### config.mk
export PLATFORM = sky130hd
export DESIGN_NAME = dfm_result_tx
export DESIGN_NICKNAME = d
export VERILOG_FILES = /design/src/rtl/dfm_pkg.sv /design/src/rtl/dfm_uart_tx_byte.sv /design/src/rtl/dfm_result_tx.sv
export SDC_FILE = /design/constraint.sdc
export NUM_CORES = 1
export LEC_CHECK = 0
export CAP_MARGIN = 10
export CORE_ASPECT_RATIO = 1.25
export CORE_MARGIN = 2
export CORE_UTILIZATION = 30
export DETAILED_ROUTE_END_ITERATION = 12
export PLACE_DENSITY = 0.47
export SKIP_LAST_GASP = 1
export SLEW_MARGIN = 10
export SYNTH_ARGS = -nofsm -noshare
export SYNTH_HDL_FRONTEND = slang
export SYNTH_SLANG_ARGS = --single-unit
### constraint.sdc
create_clock -name clk -period 1.9 [get_ports clk]
set_input_delay 0.38 -clock clk [delete_from_list [all_inputs] [get_ports clk]]
set_output_delay 0.38 -clock clk [all_outputs]
set_load 0.01 [all_outputs]
### src/rtl/dfm_pkg.sv
// Shared definitions for the frequency-meter result transmitter.
// Build option: DFM_RESULT_TX_CHECKSUM_EN appends an XOR checksum byte to each frame.
package dfm_pkg;

  localparam logic [7:0] TX_HEADER = 8'hA5;

`ifdef DFM_RESULT_TX_CHECKSUM_EN
  localparam int TX_FRAME_LEN = 11;
`else
  localparam int TX_FRAME_LEN = 10;
`endif

  typedef enum logic [1:0] {
    IDLE = 2'd0,
    LOAD = 2'd1,
    SEND = 2'd2,
    NEXT = 2'd3
  } tx_state_t;

  // Mode encoding shared with the sequencing controller.
  typedef enum logic [1:0] {
    MODE_NONE   = 2'b00,
    MODE_PERIOD = 2'b01,
    MODE_FREQ   = 2'b10,
    MODE_BOTH   = 2'b11
  } dfm_mode_t;

  localparam int MODE_FREQ_BIT   = 1;
  localparam int MODE_PERIOD_BIT = 0;

endpackage

### src/rtl/dfm_uart_tx_byte.sv
// 8N1 byte serializer: start bit, 8 data bits LSB first, stop bit.
// byte_done is raised one cycle before the stop bit ends so the framer's
// NEXT/LOAD handoff overlaps the tail of the stop bit; the next start bit
// then follows the stop bit after exactly two idle-level cycles.
module dfm_uart_tx_byte #(
  parameter int CLKS_PER_BIT = 434
) (
  input  logic       clk,
  input  logic       rst_n,
  input  logic       byte_valid,
  input  logic [7:0] byte_data,
  output logic       txd,
  output logic       byte_done
);

  localparam int CW = (CLKS_PER_BIT > 2) ? $clog2(CLKS_PER_BIT) : 1;
  localparam logic [CW-1:0] CNT_LAST = CW'(CLKS_PER_BIT - 1);
  localparam logic [CW-1:0] CNT_PRE  = CW'(CLKS_PER_BIT - 2);

  logic          r_busy;
  logic [CW-1:0] r_cnt;
  logic [3:0]    r_bit_idx;
  logic [8:0]    r_shift;
  logic          r_txd;

  // Load a byte when idle, then step through the ten bit slots.
  always_ff @(posedge clk or negedge rst_n) begin
    if (!rst_n) begin
      r_busy    <= 1'b0;
      r_cnt     <= '0;
      r_bit_idx <= 4'd0;
      r_shift   <= 9'h1FF;
      r_txd     <= 1'b1;
    end else if (!r_busy) begin
      if (byte_valid) begin
        r_busy    <= 1'b1;
        r_cnt     <= '0;
        r_bit_idx <= 4'd0;
        r_shift   <= {1'b1, byte_data};
        r_txd     <= 1'b0;
      end
    end else if (r_cnt == CNT_LAST) begin
      r_cnt <= '0;
      if (r_bit_idx == 4'd9) begin
        r_busy <= 1'b0;
        r_txd  <= 1'b1;
      end else begin
        r_txd     <= r_shift[0];
        r_shift   <= {1'b1, r_shift[8:1]};
        r_bit_idx <= r_bit_idx + 4'd1;
      end
    end else begin
      r_cnt <= r_cnt + 1'b1;
    end
  end

  assign txd       = r_txd;
  assign byte_done = r_busy && (r_bit_idx == 4'd9) && (r_cnt == CNT_PRE);

endmodule

### src/rtl/dfm_result_tx.sv
// Result framer: latches mode/fcount/tcount on a start request and sends
// A5, mode, fcount (MSB first), tcount (MSB first) as 8N1 bytes.
// Build option: DFM_RESULT_TX_CHECKSUM_EN adds an XOR checksum of bytes 1..9.
module dfm_result_tx
  import dfm_pkg::*;
#(
  parameter int CLK_HZ = 50_000_000,
  parameter int BAUD   = 115_200
) (
  input  logic        clk,
  input  logic        rst_n,
  input  logic        Cstart,
  output logic        Cbusy,
  input  logic [1:0]  mode,
  input  logic [31:0] fcount,
  input  logic [31:0] tcount,
  output logic        txd
);

  localparam int CLKS_PER_BIT = CLK_HZ / BAUD;
  localparam logic [3:0] LAST_IDX = 4'(TX_FRAME_LEN - 1);

  generate
    if (CLKS_PER_BIT < 2) begin : g_baud_check
      $error("dfm_result_tx: CLK_HZ/BAUD must be at least 2");
    end
  endgenerate

  tx_state_t   r_state;
  tx_state_t   w_state_next;
  logic        r_armed;
  logic        r_cbusy;
  logic [3:0]  r_idx;
  logic [1:0]  r_mode;
  logic [31:0] r_fcount;
  logic [31:0] r_tcount;
  logic        r_byte_valid;
  logic [7:0]  r_byte_data;
  logic [7:0]  w_byte_sel;
  logic        w_accept;
  logic        w_byte_done;
  logic        w_txd;
`ifdef DFM_RESULT_TX_CHECKSUM_EN
  logic [7:0]  r_csum;
`endif

  // A level-held request starts only one frame; it must drop before re-arming.
  assign w_accept = (r_state == IDLE) && Cstart && r_armed;

  // State register.
  always_ff @(posedge clk or negedge rst_n) begin
    if (!rst_n) r_state <= IDLE;
    else        r_state <= w_state_next;
  end

  // Next-state logic.
  always_comb begin
    w_state_next = r_state;
    case (r_state)
      IDLE:    if (w_accept) w_state_next = LOAD;
      LOAD:    w_state_next = SEND;
      SEND:    if (w_byte_done) w_state_next = NEXT;
      NEXT:    w_state_next = (r_idx < LAST_IDX) ? LOAD : IDLE;
      default: w_state_next = IDLE;
    endcase
  end

  // Arming flag, registered busy flag and byte index.
  always_ff @(posedge clk or negedge rst_n) begin
    if (!rst_n) begin
      r_armed <= 1'b1;
      r_cbusy <= 1'b0;
      r_idx   <= 4'd0;
    end else begin
      if (w_accept)     r_armed <= 1'b0;
      else if (!Cstart) r_armed <= 1'b1;
      r_cbusy <= (w_state_next != IDLE);
      if (w_accept)
        r_idx <= 4'd0;
      else if ((r_state == NEXT) && (r_idx < LAST_IDX))
        r_idx <= r_idx + 4'd1;
    end
  end

  // Shadow registers; a field whose mode bit is clear is sent as zero.
  always_ff @(posedge clk or negedge rst_n) begin
    if (!rst_n) begin
      r_mode   <= 2'b00;
      r_fcount <= 32'h0;
      r_tcount <= 32'h0;
    end else if (w_accept) begin
      r_mode   <= mode;
      r_fcount <= mode[MODE_FREQ_BIT]   ? fcount : 32'h0;
      r_tcount <= mode[MODE_PERIOD_BIT] ? tcount : 32'h0;
    end
  end

  // Byte selection by frame position.
  always_comb begin
    w_byte_sel = 8'h00;
    case (r_idx)
      4'd0:    w_byte_sel = TX_HEADER;
      4'd1:    w_byte_sel = {6'b000000, r_mode};
      4'd2:    w_byte_sel = r_fcount[31:24];
      4'd3:    w_byte_sel = r_fcount[23:16];
      4'd4:    w_byte_sel = r_fcount[15:8];
      4'd5:    w_byte_sel = r_fcount[7:0];
      4'd6:    w_byte_sel = r_tcount[31:24];
      4'd7:    w_byte_sel = r_tcount[23:16];
      4'd8:    w_byte_sel = r_tcount[15:8];
      4'd9:    w_byte_sel = r_tcount[7:0];
`ifdef DFM_RESULT_TX_CHECKSUM_EN
      4'd10:   w_byte_sel = r_csum;
`endif
      default: w_byte_sel = 8'h00;
    endcase
  end

  // Hand the selected byte to the serializer one cycle after LOAD.
  always_ff @(posedge clk or negedge rst_n) begin
    if (!rst_n) begin
      r_byte_valid <= 1'b0;
      r_byte_data  <= 8'h00;
    end else begin
      r_byte_valid <= (r_state == LOAD);
      if (r_state == LOAD) r_byte_data <= w_byte_sel;
    end
  end

`ifdef DFM_RESULT_TX_CHECKSUM_EN
  // Running XOR of bytes 1..9 (header excluded), ready by the time idx reaches 10.
  always_ff @(posedge clk or negedge rst_n) begin
    if (!rst_n)
      r_csum <= 8'h00;
    else if (w_accept)
      r_csum <= 8'h00;
    else if ((r_state == LOAD) && (r_idx != 4'd0) && (r_idx <= 4'd9))
      r_csum <= r_csum ^ w_byte_sel;
  end
`endif

  dfm_uart_tx_byte #(
    .CLKS_PER_BIT (CLKS_PER_BIT)
  ) u_tx_byte (
    .clk        (clk),
    .rst_n      (rst_n),
    .byte_valid (r_byte_valid),
    .byte_data  (r_byte_data),
    .txd        (w_txd),
    .byte_done  (w_byte_done)
  );

  assign txd   = w_txd;
  assign Cbusy = r_cbusy;

endmodule
Word level (Yosys, flattened, before mapping) --
Index checks and enable logic that the tools add are counted. Widths: inputs -> output; s select.
Storage, ports and cells: bits of input ports 69, bits in writable memories 0, memories kept 0, memory bits (read-only) 0, bits in registers 107, latch bits 0, output and inout bits 2, logic and storage cells 78
Cells by class: magnitude comparators 1, div/mod/pow operators 0, multipliers 0, shift-type cells 0, multiplexer cells 30, equality and inequality tests 18, bitwise operators 0, $add $sub $neg 3, reductions and logical operators 12
Operators by type and width (count):
- $pmux 8 s10 | 1
- $mux 32 | 2
- $mux 9 | 7
- $mux 4 | 6
- $eq 9x9->1 const B | 2
- $eq 4x3->1 const B | 4
- $eq 4x4->1 const B | 3
- $mux 1 | 11
- $add 9x1->9 const B | 1
- $add 4x1->4 const B | 2
- $eq 4x2->1 const B | 2
- $pmux 2 s4 | 1
- $reduce_bool 2->1 | 3
- $logic_and 1x1->1 | 5
- $eq 2x2->1 const B | 2
- $eq 4x1->1 const B | 1
- $logic_not 4->1 | 1
- $lt 4x4->1 const B | 1
- $mux 2 | 2
- $ne 2x2->1 const B | 2
- $reduce_and 3->1 | 1
- $eq 2x1->1 const B | 1
- $logic_not 2->1 | 1
- $ne 2x1->1 const B | 1
- $reduce_and 2->1 | 1

Longest topological paths before layout --
depth after elaboration 6, depth in mapped cells 8, mapped depth without buffers 6

Modules after synthesis --
A second synthesis with hierarchy kept.
Unflattened totals: cells, all modules 571, area, all modules 5242.5 µm²
Modules (own cells, without submodules):
- dfm_result_tx | area an instance 3941.3 µm², cells an instance 439, instances 1
- dfm_uart_tx_byte | area an instance 1301.2 µm², cells an instance 132, instances 1

Worst setup path after synthesis --
No wires, ideal clock.
kind register to register, start register r_idx[0], end register r_byte_data[2], required time 1.763 ns, arrival 1.607 ns, buffers on the path 2, stages on the path, launching flop included 9, setup slack 0.156 ns, period minus slack after synthesis 1.744 ns, cells stage by stage dfrtp_1 > inv_1 > ha_1 > buf_2 > buf_2 > a32oi_1 > nor2_1 > a2111oi_0 > a21oi_1
Between the ends: word-level cells in the longest chain between the ends 2, elaborated cells between the ends (all ways) 11, those cells by class eq/ne: 9; mux: 1; reduce/logical: 1
RTL lines:
- start, declared | line dfm_result_tx.sv:33 | logic [3:0] r_idx;
- start signal, assigned | line dfm_result_tx.sv:81 | r_idx <= r_idx + 4'd1;
- $eq 4x4->1, or another cell as far along | line dfm_result_tx.sv:101 | case (r_idx)
- $pmux 8 s10 * | line dfm_result_tx.sv:101
- end signal, assigned | line dfm_result_tx.sv:126 | if (r_state == LOAD) r_byte_data <= w_byte_sel;
- end, declared | line dfm_result_tx.sv:38 | logic [7:0] r_byte_data;
Every way passes the cells marked *; elsewhere a longest branch is shown, timed or not. A chain may end at the register's enable or synchronous reset.

Worst setup path after layout --
start register r_idx[1], end register r_byte_data[2]
The elaborated chain is that of the path after synthesis.

==> metrics.log <==
[metrics] CP arrival: 2.14 ns
[metrics] Clock Pin Slew Worst Setup and Hold Paths: 0.07 ns
[metrics] xor/xnor cell area share of the yosys netlist: 0.00683
[metrics] number of flops mapped to enable cells by yosys: 0
[metrics] Fin. Hold Viols: 0
[metrics] Rows: 53
[metrics] number of warnings reported in the yosys synthesis log: 0
[metrics] sequential-to-total area share from yosys stat: 0.520
[metrics] post-synth top area share: 0.468
[metrics] synthesized area divided by synthesized cell count: 9.13 um^2
[metrics] area leader, netlist: sky130_fd_sc_hd__dfrtp_1
[metrics] clock latency on the worst-skew pair: 0.36 ns
[metrics] slew at the pin closest to its max-slew limit: 0.539 ns
[metrics] clock sink count: 106
[metrics] Fmax achieved: 526 MHz
[metrics] area of the core region: 16800 um^2
[metrics] number of instances in the synthesized netlist: 562
[metrics] worst hold slack across all endpoints: 0.461 ns
[metrics] most frequent cells in the layout: sky130_fd_sc_hd__nand2_1, sky130_fd_sc_hd__dfrtp_1, sky130_fd_sc_hd__nand3_1, sky130_fd_sc_hd__clkdlybuf4s50_1, sky130_fd_sc_hd__buf_4
[metrics] number of vias in the routed layout: 4195
[metrics] minimum setup slack after placement: -0.00626 ns
[metrics] Combinational Power Share: 0.050
[metrics] post-detail-place hpwl: 10400 um
[metrics] worst rel slew slack: 0.639
[metrics] Area Overhead vs Synth: 29.4%
[metrics] Cell Int Power: 3.47 mW
[metrics] multiplexer share of the synthesized area: 0.0217
[metrics] portion of total power attributed to sequential cells: 0.508
[metrics] via count of the first global-routing pass: 4189
[metrics] cell types occupying the most area after synthesis: sky130_fd_sc_hd__dfrtp_1, sky130_fd_sc_hd__nand2_1, sky130_fd_sc_hd__nand3_1
[metrics] commonest non-fill, non-tap cell in the layout: sky130_fd_sc_hd__nand2_1
[metrics] number of max-slew violations in the final report: 0
[metrics] starting utilization of the core area: 0.306
[metrics] minimum setup slack in the final design: 0.000410 ns
[metrics] synthesized area: 5130 um^2
[metrics] remaining design rule violation count: 0
[metrics] critical path fanouts, max: 6
[metrics] final weighted congestion of routability-driven global placement: 0.839
[metrics] clock buffer count from CTS: 9
[metrics] fraction of layout instances using a drive strength above 1: 0.121
[metrics] number of primary I/O pins: 71
[metrics] placed standard-cell area: 6270 um^2
[metrics] fraction of synthesis flops using an asynchronous set or reset pin: 1.00
[metrics] number of max-cap violations: 0
[metrics] switching share of power: 0.219
[metrics] synthesized-area fraction occupied by and/or/nand/nor cells: 0.246
[metrics] Crit Path Category: flop to flop
[metrics] critical path capture point type: flop
[metrics] synthesized-area fraction occupied by adder cells: 0.0341
[metrics] net count of the mapped netlist: 645
[metrics] total wirelength of the detailed-routed design: 13800 um
[metrics] time the worst path needs with I/O delays and setup: 1.90 ns
[metrics] type of element launching the critical path: flop
[metrics] # placed instances: 843
[metrics] area of the die: 18200 um^2
[metrics] total setup violations reported at the end of the flow: 0
[metrics] clock group share of total power: 0.441
[metrics] global-route wire length before repair: 22600 um
[metrics] pin count of the biggest net entering global routing: 63
[metrics] Port-buffer cells: 70
[metrics] Die Height: 150 um
[metrics] Detail Route Antenna Nets: 0
[metrics] number of fill cells in the layout: 1714
[metrics] unrepaired setup endpoints after global routing: yes
[metrics] largest family of logic cells by synthesized area: simple AND/OR/NAND/NOR gates
[metrics] part of the cycle the worst path needs: 1.00
[metrics] worst IR drop on VDD: 497 uV
[metrics] clock tree from TritonCTS: built
[metrics] post-DR wirelength/cell: 16.1 um
[metrics] Max Clock Skew: 0.00580 ns
[metrics] Final Instance Count excl. Fillers: 862
[metrics] number of antenna repair diodes: 0
[metrics] DRC marker count from the first detailed-route iteration: 213
[metrics] per-cell via count in the routed design: 4.87
[metrics] classification of the worst-slack hold path: flop to flop
[metrics] cell leakage power: 3.15 nW
[metrics] CTS root buf: sky130_fd_sc_hd__clkbuf_16
[metrics] area fraction in compound gates after synthesis: 0.129
[metrics] worst path required time: 2.14 ns
[metrics] finished layout cell area: 6640 um^2
[metrics] total routing resource utilization after global routing: 0.161
[metrics] primary flip-flop cell chosen by synthesis mapping: sky130_fd_sc_hd__dfrtp_1
[metrics] width of the chip: 121 um
[metrics] run status: finished, final reports clean
[metrics] Final #Nets: 720
[metrics] post-synthesis cell type count: 56
[metrics] H-tree level count: 3
[metrics] initial antenna violation count: 0
[metrics] PwrDens: 668 nW/um^2
[metrics] maximum count of clock buffers along a single path: 2
[metrics] flip-flop and latch count after synthesis: 106
[metrics] remaining global-route overflow: 0
[metrics] length of the first detailed-routing pass in iterations: 4
[metrics] switching component of the power: 0.971 mW
-- per-stage QoR --
step | setup TNS, ns | power [mW] | util
global route | -0.359 | 4.61 | 0.396
floorplan | 0 | 2.32 | -
finish | 0 | 4.44 | 0.396
CTS | 0 | 4.51 | 0.394
detailed placement | -0.00848 | 2.53 | 0.374
global placement | 0 | 2.52 | 0.374
-- registers in the layout (all words and copies together), names as in the netlist, 2 cells and up --
signal               flops
r_byte_data              8
r_fcount                32
r_idx                    4
r_mode                   2
r_state                  2
r_tcount                32
u_tx_byte.r_bit_idx      4
u_tx_byte.r_cnt          9
u_tx_byte.r_shift        8
-- per-layer routing --
metal	track usage	vias up	share of wire
li1	-	2087	-
met1	0.191	2019	0.42
met2	0.290	66	0.53
met3	0.0212	23	0.027
met4	0.0680	0	0.028
met5	0	-	0
-- timing repair --
action,4_1_cts,5_1_grt
hold buffers,1,0
setup endpoints to repair,2,12
setup buffers,0,2
pin swaps,0,3
endpoints found under the hold margin,13,0
resized for setup,2,5
-- Yosys cell counts, types with 2 or more instances --
cell type	number
sky130_fd_sc_hd__a2bb2oi_1	2
sky130_fd_sc_hd__and2_1	3
sky130_fd_sc_hd__a221oi_1	4
sky130_fd_sc_hd__and3_1	2
sky130_fd_sc_hd__o21ai_0	18
sky130_fd_sc_hd__a21o_1	2
sky130_fd_sc_hd__a222oi_1	2
sky130_fd_sc_hd__or3_1	2
sky130_fd_sc_hd__o221ai_1	2
sky130_fd_sc_hd__a41oi_2	2
sky130_fd_sc_hd__a31oi_1	2
sky130_fd_sc_hd__inv_1	13
sky130_fd_sc_hd__dfrtp_1	96
sky130_fd_sc_hd__buf_1	4
sky130_fd_sc_hd__nand2b_1	3
sky130_fd_sc_hd__xnor2_1	4
sky130_fd_sc_hd__o21bai_1	2
sky130_fd_sc_hd__clkbuf_1	27
sky130_fd_sc_hd__o221a_2	2
sky130_fd_sc_hd__dfstp_2	10
sky130_fd_sc_hd__nand3_1	71
sky130_fd_sc_hd__nand3b_1	4
sky130_fd_sc_hd__a21oi_1	16
sky130_fd_sc_hd__a22oi_1	14
sky130_fd_sc_hd__nor2b_1	4
sky130_fd_sc_hd__ha_1	14
sky130_fd_sc_hd__a211oi_1	5
sky130_fd_sc_hd__a311oi_1	3
sky130_fd_sc_hd__buf_2	9
sky130_fd_sc_hd__nand2_1	156
sky130_fd_sc_hd__mux2i_1	10
sky130_fd_sc_hd__a22o_1	5
sky130_fd_sc_hd__a41oi_1	2
sky130_fd_sc_hd__and3b_1	2
sky130_fd_sc_hd__nor2_1	20
sky130_fd_sc_hd__nor3_1	5
-- kinds of logic (layout without fill, tap and decap cells) --
family	Yosys count	after routing
and+or+nand+nor	281	281
muxes	11	11
DFF	106	106
xor gates and xnor gates	4	4
buffers and inverters	54	134
AOI/OAI and AO/OA	92	92
adders and majority gates	14	14
-- final cells by class --
| type | count | area [um^2] | share of cell area |
|---|---|---|---|
| inverter | 13 | 48.8 | 0.00735 |
| clock inverter | 6 | 73.8 | 0.0111 |
| sequential | 106 | 2670 | 0.401 |
| tap | 220 | 275 | 0.0415 |
| multi-input combinational | 402 | 2290 | 0.344 |
| timing repair buffer | 105 | 1050 | 0.158 |
| clock buffer | 10 | 239 | 0.0360 |
-- worst max-delay path: stages (launching register included) --
cell and delay (ns):
sky130_fd_sc_hd__dfrtp_1 0.41, sky130_fd_sc_hd__inv_1 0.09, sky130_fd_sc_hd__ha_1 0.27, sky130_fd_sc_hd__a22oi_1 0.26
sky130_fd_sc_hd__a311oi_1 0.15, sky130_fd_sc_hd__a2111oi_1 0.36, sky130_fd_sc_hd__buf_4 0.19, sky130_fd_sc_hd__a21oi_1 0.06
-- path summary, 6_finish.rpt --
check / startpoint / slack (ns) / end / cells after the start
setup / recovery: r_idx[1] / 0.0004 / r_byte_data[2] / 7
hold / removal: u_tx_byte.r_shift[5] / 0.46 / u_tx_byte.r_shift[5] / 2
setup reg to reg: r_idx[1] / 0.0004 / r_byte_data[2] / 7
hold reg to reg: u_tx_byte.r_shift[5] / 0.46 / u_tx_byte.r_shift[5] / 2
max in group asynchronous: rst_n / 0.74 / u_tx_byte.r_shift[4] / 3
min in group asynchronous: rst_n / 0.52 / u_tx_byte.r_cnt[4] / 2
-- power by group through the flow --
stage | Sequential, mW | Combinational, mW | Clock, mW
floorplan | 2.30 | 0.0203 | 0
global placement | 2.30 | 0.224 | 0
detailed placement | 2.30 | 0.228 | 0
CTS | 2.25 | 0.230 | 2.02
global route | 2.25 | 0.246 | 2.11
finish | 2.26 | 0.223 | 1.96
Note: power is estimated with default switching activity, not from simulation.
